$ cat src/rtl/seq_divider.sv
// seq_divider: restoring sequential divider, one quotient bit per clock.
// Ports: clk, reset (sync, active-high), start, dividend, divisor in;
//        busy, done (1-cycle pulse), quotient, remainder, div_by_zero out.
// Optional macro SEQ_DIVIDER_SIGNED_EN selects two's-complement operands.
module seq_divider #(
  parameter int WIDTH = 8
) (
  input  logic             clk,
  input  logic             reset,
  input  logic             start,
  input  logic [WIDTH-1:0] dividend,
  input  logic [WIDTH-1:0] divisor,
  output logic             busy,
  output logic             done,
  output logic [WIDTH-1:0] quotient,
  output logic [WIDTH-1:0] remainder,
  output logic             div_by_zero
);
  localparam int CW = $clog2(WIDTH + 1);
  typedef enum logic [1:0] {IDLE, RUN, DONE} state_t;
  state_t state;
  logic [WIDTH-1:0] a, b, r, q, a_ld, b_ld, r_n, q_n, q_f, r_f;
  logic [CW-1:0] cnt;
  logic [WIDTH:0] diff;
  // Partial remainder stays below the divisor, so a WIDTH+1-bit difference
  // is enough for its MSB to act as the borrow.
  assign diff = {r, a[WIDTH-1]} - {1'b0, b};
  assign r_n = diff[WIDTH] ? {r[WIDTH-2:0], a[WIDTH-1]} : diff[WIDTH-1:0];
  assign q_n = {q[WIDTH-2:0], ~diff[WIDTH]};
`ifdef SEQ_DIVIDER_SIGNED_EN
  logic sa, sb;
  assign a_ld = dividend[WIDTH-1] ? -dividend : dividend;
  assign b_ld = divisor[WIDTH-1] ? -divisor : divisor;
  // Divide-by-zero must report all ones regardless of the dividend sign.
  assign q_f = (b == '0) ? '1 : (sa ^ sb) ? -q_n : q_n;
  assign r_f = sa ? -r_n : r_n;
`else
  assign a_ld = dividend;
  assign b_ld = divisor;
  assign q_f = q_n;
  assign r_f = r_n;
`endif
  always_ff @(posedge clk) begin
    if (reset) begin
      state <= IDLE;
      busy <= 1'b0;
      done <= 1'b0;
      quotient <= '0;
      remainder <= '0;
      div_by_zero <= 1'b0;
      cnt <= '0;
      a <= '0;
      b <= '0;
      r <= '0;
      q <= '0;
`ifdef SEQ_DIVIDER_SIGNED_EN
      sa <= 1'b0;
      sb <= 1'b0;
`endif
    end else begin
      case (state)
        // A start held through DONE is taken on the DONE edge so back-to-back
        // operations see no idle gap.
        IDLE, DONE: begin
          done <= 1'b0;
          state <= IDLE;
          if (start) begin
            a <= a_ld;
            b <= b_ld;
            r <= '0;
            q <= '0;
            cnt <= CW'(WIDTH);
            busy <= 1'b1;
            div_by_zero <= 1'b0;
            state <= RUN;
`ifdef SEQ_DIVIDER_SIGNED_EN
            sa <= dividend[WIDTH-1];
            sb <= divisor[WIDTH-1];
`endif
          end
        end
        RUN: begin
          a <= a << 1;
          r <= r_n;
          q <= q_n;
          cnt <= cnt - 1'b1;
          if (cnt == CW'(1)) begin
            busy <= 1'b0;
            done <= 1'b1;
            quotient <= q_f;
            remainder <= r_f;
            div_by_zero <= (b == '0);
            state <= DONE;
          end
        end
        default: state <= IDLE;
      endcase
    end
  end
endmodule

$ cat config.mk
export PLATFORM = sky130hd
export DESIGN_NAME = seq_divider
export DESIGN_NICKNAME = d
export VERILOG_FILES = /design/src/rtl/seq_divider.sv
export SDC_FILE = /design/constraint.sdc
export NUM_CORES = 1
export LEC_CHECK = 0
export ABC_AREA = 1
export CELL_PAD_IN_SITES_DETAIL_PLACEMENT = 1
export CELL_PAD_IN_SITES_GLOBAL_PLACEMENT = 1
export CORE_MARGIN = 2
export CORE_UTILIZATION = 30
export CTS_CLUSTER_SIZE = 20
export DETAILED_ROUTE_END_ITERATION = 6
export GPL_TIMING_DRIVEN = 0
export PLACE_DENSITY_LB_ADDON = 0.1
export SYNTH_ARGS = -nofsm -noshare
export SYNTH_HDL_FRONTEND = slang
export SYNTH_SLANG_ARGS = --single-unit
export TNS_END_PERCENT = 1
$ cat constraint.sdc
create_clock -name clk -period 3.5 [get_ports clk]
set_input_delay 0.7 -clock clk [delete_from_list [all_inputs] [get_ports clk]]
set_output_delay 0.7 -clock clk [all_outputs]
set_load 0.005 [all_outputs]
### Yosys cells after proc, flatten, opt, wreduce, memory -nomap -nowiden

Index checks and enable logic that the tools add are counted.

| word-level totals | value |
|---|---|
| ROM bits | 0 |
| input port bits | 19 |
| output and inout port bits | 19 |
| latch bits | 0 |
| flip-flop bits (word level) | 56 |
| logic and storage cells | 47 |
| memories | 0 |
| RAM bits | 0 |

| cells by class | value |
|---|---|
| eq/ne operators | 5 |
| $lt $le $gt $ge | 0 |
| muxes and demuxes | 19 |
| bitwise gates (word level) | 1 |
| $mul | 0 |
| div/mod/pow operators | 0 |
| reductions and logical operators | 9 |
| add/sub/neg operators | 2 |
| shift operators | 0 |

Operators with widths:

| operator | count |
|---|---|
| one-hot mux 8 bit (2 select lines) | 2 |
| 2-to-1 mux 8 bit | 3 |
| one-hot mux 7 bit (2 select lines) | 1 |
| subtractor 9 x 8 -> 9 bit | 1 |
| zero test 8 bit | 1 |
| one-hot mux 4 bit (2 select lines) | 1 |
| AND reduction 2 bit | 4 |
| 2-to-1 mux 1 bit | 6 |
| one-hot mux 1 bit (2 select lines) | 3 |
| equality test 4 x 1 -> 1 bit (second input constant) | 1 |
| 2-to-1 mux 4 bit | 1 |
| != test 2 bit (second input constant) | 2 |
| one-hot mux 2 bit (2 select lines) | 1 |
| subtractor 4 x 1 -> 4 bit (second input constant) | 1 |
| AND reduction 3 bit | 1 |
| equality test 2 x 1 -> 1 bit (second input constant) | 1 |
| equality test 2 bit (second input constant) | 1 |
| zero test 2 bit | 1 |
| 2-to-1 mux 2 bit | 1 |
| nonzero test 2 bit | 1 |
| OR reduction 2 bit | 1 |
| NOT 1 bit | 1 |

### Longest topological paths before layout

Gate-level depths: netlist (run 1).

| logic depth | value |
|---|---|
| depth after elaboration | 4 |
| gate-level depth with buffers | 16 |
| gate-level depth less buffers | 16 |

### Worst setup path before layout (run 1)

No wires, ideal clock.

| timing | value |
|---|---|
| kind | reg2reg |
| from | register a[7] |
| to | register remainder[5] |
| data required time | 3.385 ns |
| buffers on the path | 0 |
| library setup time | 0.115 ns |
| cell stages (with the launch flop) | 15 |
| period minus slack after synthesis | 1.792 ns |
| data arrival time | 1.676 ns |
| slack | 1.708 ns |
| cell sequence | dfxtp_1 > inv_1 > ha_1 > inv_1 > fa_1 > nand2_1 > nand2_2 > nand3_2 > nand2_1 > nand2_1 > nand2_4 > nand2_1 > nand2_1 > o21ai_0 > inv_1 |

| on the way | value |
|---|---|
| longest elaborated chain between the ends | 2 |

Ends and longest elaborated chain:

| what | line | source |
|---|---|---|
| from (decl) | 22 | `logic [WIDTH-1:0] a, b, r, q, a_ld, b_ld, r_n, q_n, q_f, r_f;` |
| from (signal assigned) | 68 | `a <= a_ld;` |
| from (signal assigned) | 83 | `a <= a << 1;` |
| subtractor 9 x 8 -> 9 bit | 27 | `assign diff = {r, a[WIDTH-1]} - {1'b0, b};` |
| 2-to-1 mux 8 bit | 28 | `assign r_n = diff[WIDTH] ? {r[WIDTH-2:0], a[WIDTH-1]} : diff[WIDTH-1:0];` |
| to (signal assigned) | 91 | `remainder <= r_f;` |
| to (decl) | 16 | `output logic [WIDTH-1:0] remainder,` |

Every way passes these cells.
A chain may end at the register's enable or synchronous reset.

### Final worst setup path (run 1)

| timing | value |
|---|---|
| from | input port reset |
| to | register cnt[1] |

RTL lines:

| what | line | source |
|---|---|---|
| from (decl) | 9 | `input logic reset,` |
| to (signal assigned) | 72 | `cnt <= CW'(WIDTH);` |
| to (signal assigned) | 86 | `cnt <= cnt - 1'b1;` |
| to (decl) | 23 | `logic [CW-1:0] cnt;` |

No word-level cell between the ends.

==> impl_results.md, run 1 <==
* Worst slew pin tran at 0.718 ns
* Mapped Nets at 418
* Clock power share at 0.286
* Leakage at 0.00149 µW
* Max FO, Critical Path at 10
* Max Cap Violations at 0
* FP Rows at 34
* CTS Buf Count at 5
* Port-buffer cells at 37
* Sequential share of power at 0.398
* WL per Instance at 13.1 µm
* Die ar. at 9870 µm²
* Comb power frac at 0.316
* Routed Antenna Nets at 0
* Register area share after synthesis at 0.411
* Largest vdd supply drop at 207 µV
* Final period util at 0.607
* Most frequent cells in the layout: nand2_1 (135), dfxtp_1 (56), inv_1 (45), clkdlybuf4s50_1 (37), a21oi_1 (30)
* Post CTS Setup Buffer Count at 0
* Setup TNS at 0 ns
* Layout cells sized above 1 at 0.0716
* Fin. max-slew vios at 0
* CP endpoint kind: flop
* Area Overhead vs Synth at 23.6%
* Dpl cells at 533
* Drt via density at 4.62
* RSZ-0062 raised after global routing: false
* Dpl cell area at 3230 µm²
* CTS Hold Buffers Added at 0
* Via count at 2500
* Arrival @ worst endpoint at 2.31 ns
* Skew-Pair Late Insertion Delay at 0.31 ns
* Pwr dens at 529 nW/µm²
* H-tree depth at 2
* Final setup viols at 0
* Post-Syn Instances at 388
* Leading cell type in the layout, fill and taps excluded: nand2_1
* Reg2Reg Setup Slack at 1.47 ns
* First-pass detailed-route iteration total at 4
* Root Driver: clkbuf_8
* Post-route insts no fill at 541
* CTS tree: yes
* Clk sinks at 56
* Die H at 99.3 µm
* Largest net degree at the start of global routing at 19
* First-pass GRT wire length at 12000 µm
* Number of remaining DRC errors at 0
* Yosys Warn Count at 0
* Pint at 1170 µW
* Post-synthesis register bit count at 56
* Critical Path RT at 3.69 ns
* Core area at 8760 µm²
* Switch Pwr at 611 µW
* Clock transition at path regs at 0.11 ns
* Worst-case clock buffer depth at 2
* Total grt overflow at 0
* Final Cell Area at 3370 µm²
* CP Class: input pin to flop
* Top FF cell, synth: dfxtp_1
* Final setup skew at 0.0133 ns
* Sw frac at 0.342
* Final Core Density at 0.384
* Diodes inserted at 0
* Fmax at 470 MHz
* Wirelength, routed at 7090 µm
* Number of synthesized flops with an enable pin at 0
* Estimated wirelength of the detail-placed design at 5550 µm
* Count of final hold-check violations at 0
* Vias in the first global route at 2542
* Synthesized area at 2730 µm²
* Async SR Flop Fraction at 0
* Die X at 99.3 µm
* All-Layer GR Usage at 0.154
* Initial Util at 0.311
* Status: finished clean
* Fin nets at 462
* Post-CTS sizing at 0
* Hold Crit Class: flop to flop
* Initial antenna violation count at 0
* Netlist cell types at 34
* Detailed Route Iter0 Violations at 47
* Max-slew headroom at 0.521
* GP Congestion at 0.749
* CP startpoint kind: input pin
* Mean Syn Cell Area at 7.03 µm²
* Final Critical Period at 2.13 ns
* IO Count at 38
kinds of logic after synthesis:
family / synth area share
AND/OR/NAND/NOR: 0.311
buffers and inverters: 0.103
AO/OA/AOI/OAI: 0.112
flip-flops: 0.411
adder cells (fa/ha/maj): 0.0532
XOR/XNOR: 0.00964
flip-flops by register name (all words and copies together) (netlist names):
| name | flops |
|---|---|
| remainder | 8 |
| q | 7 |
| state | 2 |
| busy | 1 |
| quotient | 8 |
| cnt | 4 |
| b | 8 |
| a | 8 |
| r | 8 |
| done | 1 |
| div_by_zero | 1 |
metrics by stage:
step	hold WS (ns)	power [µW]	setup WS, ns
finish	0.468	1780	1.37
global route	0.488	1930	1.24
CTS	0.473	1820	1.32
detailed placement	0.456	1300	0.977
global placement	0.455	1290	0.972
floorplan	0.438	1140	1.71
layer usage:
metal	global-route usage	up-vias	wire length, µm
li1	-	1305	-
met3	0.0232	5	133
met4	0.0316	0	52
met2	0.275	22	3530
met5	0	-	0
met1	0.196	1168	3380
worst paths after layout:
check	start	endpoint	depth (start not counted)
max	reset	cnt[1]	4
min	q[1]	quotient[2]	2
max reg2reg	a[7]	remainder[5]	14
min reg2reg	q[1]	quotient[2]	2
worst max-delay path: stages:
cell and delay, ns:
clkdlybuf4s50_1 0.65, buf_2 0.28, buf_1 0.58, nor2_1 0.10
power by group through the flow:
| stage | registers, µW | clock network (µW) | logic, µW |
|---|---|---|---|
| global placement | 726 | 0 | 566 |
| CTS | 712 | 529 | 578 |
| finish | 710 | 510 | 563 |
| global route | 717 | 552 | 666 |
| detailed placement | 726 | 0 | 576 |
| floorplan | 717 | 0 | 418 |
final cells by class:
class | instances | area, µm²
multi-input combinational | 268 | 1320
clock inverter | 3 | 68.8
buffer | 14 | 91.3
fill | 1127 | 5390
sequential | 56 | 1120
clock buffer | 5 | 68.8
inverter | 50 | 190
tap | 108 | 135
timing repair buffer | 37 | 370
cells in the mapped netlist, types with 3 or more instances:
cell | n | area (µm²)
a21oi_1 | 30 | 150
a31oi_1 | 7 | 43.8
buf_2 | 4 | 20.0
buf_6 | 4 | 45.0
clkbuf_1 | 3 | 11.3
dfxtp_1 | 56 | 1120
ha_1 | 10 | 125
inv_1 | 45 | 169
inv_2 | 3 | 11.3
nand2_1 | 135 | 507
nand3_1 | 21 | 105
nor2_1 | 27 | 101
o21ai_0 | 14 | 70.1
Note: power is estimated with default switching activity, not from simulation.
==> run 2, diff against run 1 <==
==> constraint.sdc (replaced) <==
create_clock -name clk -period 2 [get_ports clk]
set_input_delay 0.4 -clock clk [delete_from_list [all_inputs] [get_ports clk]]
set_output_delay 0.4 -clock clk [all_outputs]
set_load 0.005 [all_outputs]
==> run 2 against run 1 <==
  * Non-clock buffer count rose by 2
  * Clock skew fell by 0.00091 ns
  * Sequential cell count did not move
  * Core utilization rose by 3.0 points
  * Die area did not move
  * Sequential power rose by 76%
  * Register-to-register slack got worse by 1.4 ns
  * Critical path depth rose by 10
  * Worst hold slack barely moved
  * Combinational power rose by 150%
==> impl_results.md, run 2 (synthesis results as in run 1) <==
* Status: finished clean
* Skew-Pair Late Insertion Delay at 0.31 ns
* FP Rows at 34
* Dpl cells at 533
* Final period util at 0.954
* Drt via density at 4.66
* Area Overhead vs Synth at 33.4%
* Most frequent cells in the layout: nand2_1 (113), dfxtp_1 (54), inv_1 (43), clkdlybuf4s50_1 (37)
* Number of remaining DRC errors at 0
* Pwr Total at 3550 µW
* Dpl ws at -0.223 ns
* Worst hold stages at 2
* GP Congestion at 0.749
* Reg2Reg Depth at 14
* Die H at 99.3 µm
* Fin nets at 466
* Setup WS post-layout at 0.0914 ns
* Core area at 8760 µm²
* IO Count at 38
* Diodes inserted at 0
* H-tree depth at 2
* Worst slew pin tran at 0.705 ns
* Final setup viols at 0
* Initial Util at 0.311
* First-pass GRT wire length at 12000 µm
* Fin. max-slew vios at 0
* Via count at 2541
* Total grt overflow at 0
* RSZ-0062 raised after global routing: true
* Die ar. at 9870 µm²
* Worst-case clock buffer depth at 2
* CP startpoint kind: flop
* Critical Path RT at 2.18 ns
* Clk sinks at 56
* Root Driver: clkbuf_8
* Setup TNS at 0 ns
* First-pass detailed-route iteration total at 4
* Leakage at 0.00157 µW
* Clock transition at path regs at 0.11 ns
* Largest vdd supply drop at 369 µV
* Estimated wirelength of the detail-placed design at 5550 µm
* Arrival @ worst endpoint at 2.09 ns
* CTS tree: yes
* Max Cap Violations at 0
* Count of final hold-check violations at 0
* CP endpoint kind: flop
* Hold Crit Class: flop to flop
* All-Layer GR Usage at 0.154
* Max-slew headroom at 0.530
* WL per Instance at 13.7 µm
* Leading cell type in the layout, fill and taps excluded: nand2_1
* Pwr dens at 977 nW/µm²
* Max FO, Critical Path at 5
* Wirelength, routed at 7440 µm
* Layout cells sized above 1 at 0.167
* Port-buffer cells at 37
* Post-route insts no fill at 545
* Largest net degree at the start of global routing at 19
* Vias in the first global route at 2542
* Initial antenna violation count at 0
* Final Critical Period at 1.91 ns
* Die X at 99.3 µm
* Final setup skew at 0.0124 ns
* Routed Antenna Nets at 0
* Detailed Route Iter0 Violations at 47
* Fmax at 524 MHz
* CP Class: flop to flop
* CTS Buf Count at 5
run 2: cell count changes in the layout (fill, tap and decap cells not counted), moves of 3 or more:
cell     previous run  this run
nand2_4             2        13
nand2_2             1        12
a21oi_1            30        27
ha_1               10         7
nand3_1            21        18
nand3_4             0         3
nand2_1           135       113
run 2: power by group:
group	total, µW	leakage, µW	switching, µW	internal (µW)
combinational	1400	0.00104	869	534
sequential	1250	0.000457	63.9	1190
clock	895	0.0000687	391	504
total	3550	0.00157	1320	2230
run 2: layout make-up:
cell class | count | area [µm²]
Inverter | 50 | 195
Timing Repair Buffer | 39 | 385
Multi-Input combinational cell | 270 | 1570
Fill cell | 1095 | 5130
Clock inverter | 3 | 68.8
Clock buffer | 5 | 68.8
Buffer | 14 | 91.3
Sequential cell | 56 | 1120
Tap cell | 108 | 135
run 2: final timing paths:
| path | startpoint | end | slack (ns) |
|---|---|---|---|
| max | a[7] | r[5] | 0.09 |
| min | q[1] | quotient[2] | 0.47 |
| max reg2reg | a[7] | r[5] | 0.09 |
| min reg2reg | q[1] | quotient[2] | 0.47 |
run 2: through the flow:
stage                     cell area (µm²)  utilization  hold WS (ns)
after floorplan                      2730            -         0.438
after global placement               3230        0.369         0.455
after detailed placement             3230        0.369         0.456
after CTS                            3380        0.385         0.473
after global routing                 3640        0.415         0.488
final                                3640        0.415         0.468
run 2: layer usage:
metal  share of wire  track usage
met5               0            0
met4          0.0051       0.0316
met1            0.49        0.196
met3           0.015       0.0232
met2            0.49        0.275
run 2: critical path: stages, from the launching register on:
cell and delay, ns:
dfxtp_2 0.35, inv_4 0.07, ha_4 0.13, inv_4 0.03
fa_2 0.40, nand2_2 0.09, nand2_4 0.07, nand3_4 0.11
nand2_4 0.08, nand2_4 0.12, nand2_8 0.09, nand2_4 0.07
nand2_4 0.05, nand2_1 0.07, a21oi_2 0.05
run 2: repair_timing:
action,in CTS,in global routing
cloned,0,2
setup buffers,0,2
pin swaps,0,20
setup endpoints to repair,7,16
hold buffers,0,0
gates resized for setup,4,57
==> run 3, diff against run 2 <==
--- a/config.mk
+++ b/config.mk
@@ -10,6 +10,7 @@
 export CELL_PAD_IN_SITES_GLOBAL_PLACEMENT = 1
 export CORE_MARGIN = 2
 export CORE_UTILIZATION = 30
+export CTS_BUF_LIST = sky130_fd_sc_hd__clkbuf_8 sky130_fd_sc_hd__clkbuf_16
 export CTS_CLUSTER_SIZE = 20
 export DETAILED_ROUTE_END_ITERATION = 6
 export GPL_TIMING_DRIVEN = 0
==> results of run 3 <==
No change in the layout: final DEF, timing and power equal those of run 2.
==> RTL edit 1: new RTL, config.mk and constraints of run 3 <==
Re-encode `state_t` (3 states) as one-hot, 3 bits wide.
--- a/src/rtl/seq_divider.sv
+++ b/src/rtl/seq_divider.sv
@@ -17,7 +17,7 @@
   output logic             div_by_zero
 );
   localparam int CW = $clog2(WIDTH + 1);
-  typedef enum logic [1:0] {IDLE, RUN, DONE} state_t;
+  typedef enum logic [2:0] {IDLE = 3'b001, RUN = 3'b010, DONE = 3'b100} state_t;
   state_t state;
   logic [WIDTH-1:0] a, b, r, q, a_ld, b_ld, r_n, q_n, q_f, r_f;
   logic [CW-1:0] cnt;
Formal check against the unedited RTL: no difference found for any inputs over 10 cycles, from zero or initial values and one cycle with reset high; not proved beyond that.
==> RTL edit 1 against run 3 <==
Wire length grew 7.8%. Setup slack lost 31 ps. Synthesized area grew 2.6%. Sequential cell count grew 1. Clock skew shrank 2.8 ps. Count of clock-buffer cells in the layout grew 6. Cell area grew 5.2%. Synthesized cell count grew 1.0%. Global-route usage grew 1.8 points. Largest cell class unchanged.
Power is not compared: it rests on default switching activity, and its combinational part moved more than twofold at a synthesized area within 25%.
==> RTL edit 1: results (changes against run 3) <==
Outcome
  • Status: complete, no violations (unchanged)

Final layout
  • Final nets: 477 (was 466)
  • Final core utilization: 0.418 (was 0.415)
  • Seq. cell area: 0.00114 mm^2 (was 0.00112 mm^2)
  • Data buffer area share: 0.134 (was 0.131)
  • Layout fillers: 1101 (was 1095)
  • Diodes inserted: 0 (unchanged)
  • Multi-In Gates: 272 (was 270)
  • Share of layout cells above drive strength 1: 0.201 (was 0.167)
  • Layout clock buffer count: 11 (was 5)
  • Inverters: 49 (was 50)
  • Multi-input gate share of the layout cell area: 0.434 (was 0.431)
  • Plain + repair buffers: 58 (was 53)
  • Clk cell area share: 0.0474 (was 0.0379)

Worst setup path
  • Worst R2R End: r[0]$_SDFFE_PP0P_ (was r[5]$_SDFFE_PP0P_)
  • CP delay by family, top: simple AND/OR/NAND/NOR gates (unchanged)
  • R2R Setup Slk: 60 ps (was 90 ps)
  • Max incr delay on CP: 390 ps
  • R2R cell count: 13 (was 14)
  • Crit start category: register (unchanged)
  • CP arrival: 2200 ps (was 2090 ps)

Clock tree
  • Clk_lat worst skew: 330 ps (was 310 ps)
  • H-tree Lvls: 3 (was 2)
  • Total CTS buffers: 9 (was 5)
  • CTS Buffer Depth: 2 (unchanged)
  • Worst-path clk slew: 70 ps (was 110 ps)
  • Post-CTS Setup Repair Bufs: 2 (was 0)
  • CTS-repair resized insts: 3 (was 4)

Placement
  • Number of port buffers: 37 (unchanged)
  • Placed Instance Area: 0.00331 mm^2 (was 0.00323 mm^2)
  • Routability Congestion: 0.757 (was 0.749)
  • HPWL after detailed placement: 5840 um (was 5550 um)

Global route
  • Number of global-route vias before repair: 2804 (was 2542)
  • GRT Resource Usage Total: 0.172 (was 0.154)
  • Largest net degree at the start of global routing: 11 (was 19)
  • First-pass GRT wire length: 13500 um (was 12000 um)

Worst hold path
  • Hold_sp: a[0]$_SDFFE_PP0P_ (was q[1]$_SDFFE_PP0P_)
  • Worst hold path type: reg -> reg (unchanged)
  • Worst Hold Endpoint: a[0]$_SDFFE_PP0P_ (was quotient[2]$_SDFFE_PP0P_)

Synth
  • Sequential area share after synthesis: 0.408 (was 0.411)
  • Commonest cells post-synth: 120 x nand2_1, 57 x dfxtp_1, 46 x inv_1 (was 135 x nand2_1, 56 x dfxtp_1, 45 x inv_1)
  • Yosys cell types: 35 (was 34)
  • Synth area leaders: dfxtp_1 41%, nand2_1 16%, inv_1 6.2%, nand3_1 5.7%, a21oi_1 5.4% (was dfxtp_1 41%, nand2_1 19%, inv_1 6.2%, a21oi_1 5.5%, ha_1 4.6%)
  • Syn_nets: 422 (was 418)
  • Synthesis-stage register bit count: 57 (was 56)

Floorplan
  • Die area: 0.0101 mm^2 (was 0.00987 mm^2)

Detailed routing
  • WL final: 8020 um (was 7440 um)
  • DR pass1 iterations: 4 (unchanged)
  • Vias: 2647 (was 2541)
  • Initial DRC Count: 73 (was 47)

Timing
  • Worst clock skew: 9.53 ps (was 12.4 ps)
  • Slew @ Worst Pin: 556 ps (was 705 ps)

Power and ir drop
  • P_leak: around 1.6 nW
==> RTL edit 1: cell types whose count changed in the layout (fill, tap and decap cells not counted), sizes merged, moves of 2 or more <==
cell and delta:
nand3 +11, clkbuf +8, nand2 -6, nor2 -4, clkinv +3, bufinv -2, clkinvlp +2, dlygate4sd1 +2
inv -2
==> RTL edit 1: kinds of logic after synthesis <==
| family | after synthesis | synth area share |
|---|---|---|
| flip-flops | 57 | 0.408 |
| XOR/XNOR | 3 | 0.00939 |
| adder cells (fa/ha/maj) | 11 | 0.0519 |
| AND/OR/NAND/NOR | 197 | 0.313 |
| buffers and inverters | 65 | 0.103 |
| AO/OA/AOI/OAI | 59 | 0.114 |
==> RTL edit 1: metrics by stage <==
step	cells	setup slack (ps)	hold WS, ps	power [mW]
detailed placement	540	-37.7	454	1.71
global route	563	-68.2	475	2.99
CTS	560	19.8	464	2.73
finish	563	60.7	462	2.82
global placement	540	-24.4	453	1.70
floorplan	392	231	438	1.55
==> RTL edit 1: layer usage <==
metal / up-vias / GRT usage / wire (um)
met2: 32 / 0.300 / 3860
li1: 1359 / - / -
met1: 1242 / 0.212 / 3790
met5: - / 0 / 0
met4: 0 / 0.0664 / 167
met3: 14 / 0.0270 / 213
==> RTL edit 1: power groups by stage <==
stage / Combinational (mW) / Clock (mW) / Sequential (mW)
6_report: 0.651 / 0.976 / 1.20
5_1_grt: 0.728 / 1.06 / 1.20
4_1_cts: 0.521 / 1.02 / 1.20
3_5_place_dp: 0.490 / 0 / 1.22
3_3_place_gp: 0.480 / 0 / 1.22
2_1_floorplan: 0.333 / 0 / 1.22
==> RTL edit 1: worst min-delay path, stage by stage (launching register included) <==
cell and delay [ps]:
dfxtp_1 310, nand2_1 60, a21oi_1 50
==> RTL edit 2: new RTL, flow settings as in run 3 <==
Made on the original files. Build with the macro `SEQ_DIVIDER_SIGNED_EN` defined.
--- a/src/rtl/seq_divider.sv
+++ b/src/rtl/seq_divider.sv
@@ -2,6 +2,8 @@
 // Ports: clk, reset (sync, active-high), start, dividend, divisor in;
 //        busy, done (1-cycle pulse), quotient, remainder, div_by_zero out.
 // Optional macro SEQ_DIVIDER_SIGNED_EN selects two's-complement operands.
+`define SEQ_DIVIDER_SIGNED_EN
+
 module seq_divider #(
   parameter int WIDTH = 8
 ) (
Behaviour: not the same (a bounded check fails within 10 cycles, from zero or initial values and one cycle with reset high).
==> RTL edit 2 against run 3 <==
Total power grew 62%. Setup slack lost 380 ps. Largest power group unchanged. The flow now finishes with violations (negative setup slack). Largest cell class unchanged. Sequential share of layout area shrank 6.3 points. Count of clock-buffer cells in the layout grew 5. Synthesized area grew 31%. Sequential cell count grew 2. Cell area grew 30%. Wire length grew 47%. First-iteration DRC count grew 100%. Non-clock buffer count grew 7. Final cell count grew 32%.
==> RTL edit 2: results (changes against run 3) <==
Final layout
  • Share of layout cells above drive strength 1: 0.191 (was 0.167)
  • Final nets: 604 (was 466)
  • Non-filler cells, final: 718 (was 545)

Clock tree
  • H-tree Lvls: 3 (was 2)
  • Clock root cell: clkbuf_16 (was clkbuf_8)
  • Clk_lat worst skew: 330 ps (was 310 ps)
  • Post-CTS Setup Repair Bufs: 8 (was 0)

Detailed routing
  • DR WL/cell: 15.3 um (was 13.7 um)

Outcome
  • Failing checks: negative setup slack
  • Status: complete, but fails checks (was complete, no violations)

Synth
  • Synthesized-area fraction occupied by adder cells: 0.0547 (was 0.0532)
  • Sequential area share after synthesis: 0.325 (was 0.411)
  • Synth Area in Compound Gates: 0.160 (was 0.112)
  • Commonest cells post-synth: 130 x nand2_1, 65 x inv_1, 58 x dfxtp_1 (was 135 x nand2_1, 56 x dfxtp_1, 45 x inv_1)
  • Cell area after synthesis: 0.00357 mm^2 (was 0.00273 mm^2)
  • Syn_nets: 548 (was 418)

Placement
  • Placed Instance Area: 0.00416 mm^2 (was 0.00323 mm^2)
  • Number of port buffers: 36 (was 37)
  • HPWL after detailed placement: 8390 um (was 5550 um)
  • Routability Congestion: 0.742 (was 0.749)
  • Place WS: -539 ps (was -223 ps)

Worst setup path
  • Crit Reg-Reg Startpoint: b[0]$_SDFFE_PP0P_ (was a[7]$_SDFFE_PP0P_)
  • Max incr delay on CP: 360 ps (was 400 ps)

Power and ir drop
  • Maximum VDD drop: 0.000396 V (was 0.000369 V)
  • P_leak: 1.99 nW (was 1.57 nW)
  • Power share of the clock group: 0.289 (was 0.252)
  • Post-layout total power: 5.77 mW (was 3.55 mW)

Timing
  • Final setup violating endpoints: 15 (was 0)
  • Worst clock skew: 8.10 ps (was 12.4 ps)
  • Total Neg Setup Slack: -2640 ps (was 0 ps)
  • Worst Slack Setup Final: -291 ps (was 91.4 ps)

Global route
  • Largest net degree at the start of global routing: 11 (was 19)
  • First-pass GRT wire length: 18500 um (was 12000 um)

Worst hold path
  • Worst hold path type: in -> reg (was reg -> reg)
[RTL edit 2: cell count changes after synthesis, sizes merged, moves of 6 or more]
cell    change
o221ai      +6
nand2      +16
o21ai       +8
nor3        +7
clkbuf      +7
inv        +21
a21oi      +19
nand3      +18
buf         -6
[RTL edit 2: metal layers]
metal,track usage,wire (um),up-vias
met5,0,0,-
met4,0.0650,193,0
met3,0.0193,166,13
met2,0.323,5500,30
met1,0.230,5110,1677
li1,-,-,1791
[RTL edit 2: cell type report]
| class | count | area [um^2] |
|---|---|---|
| Buffer | 15 | 70.1 |
| Clock buffer | 10 | 239 |
| Clock inverter | 6 | 81.3 |
| Fill cell | 1447 | 6780 |
| Inverter | 71 | 270 |
| Multi-Input combinational cell | 370 | 2300 |
| Sequential cell | 58 | 1170 |
| Tap cell | 143 | 179 |
| Timing Repair Buffer | 45 | 432 |
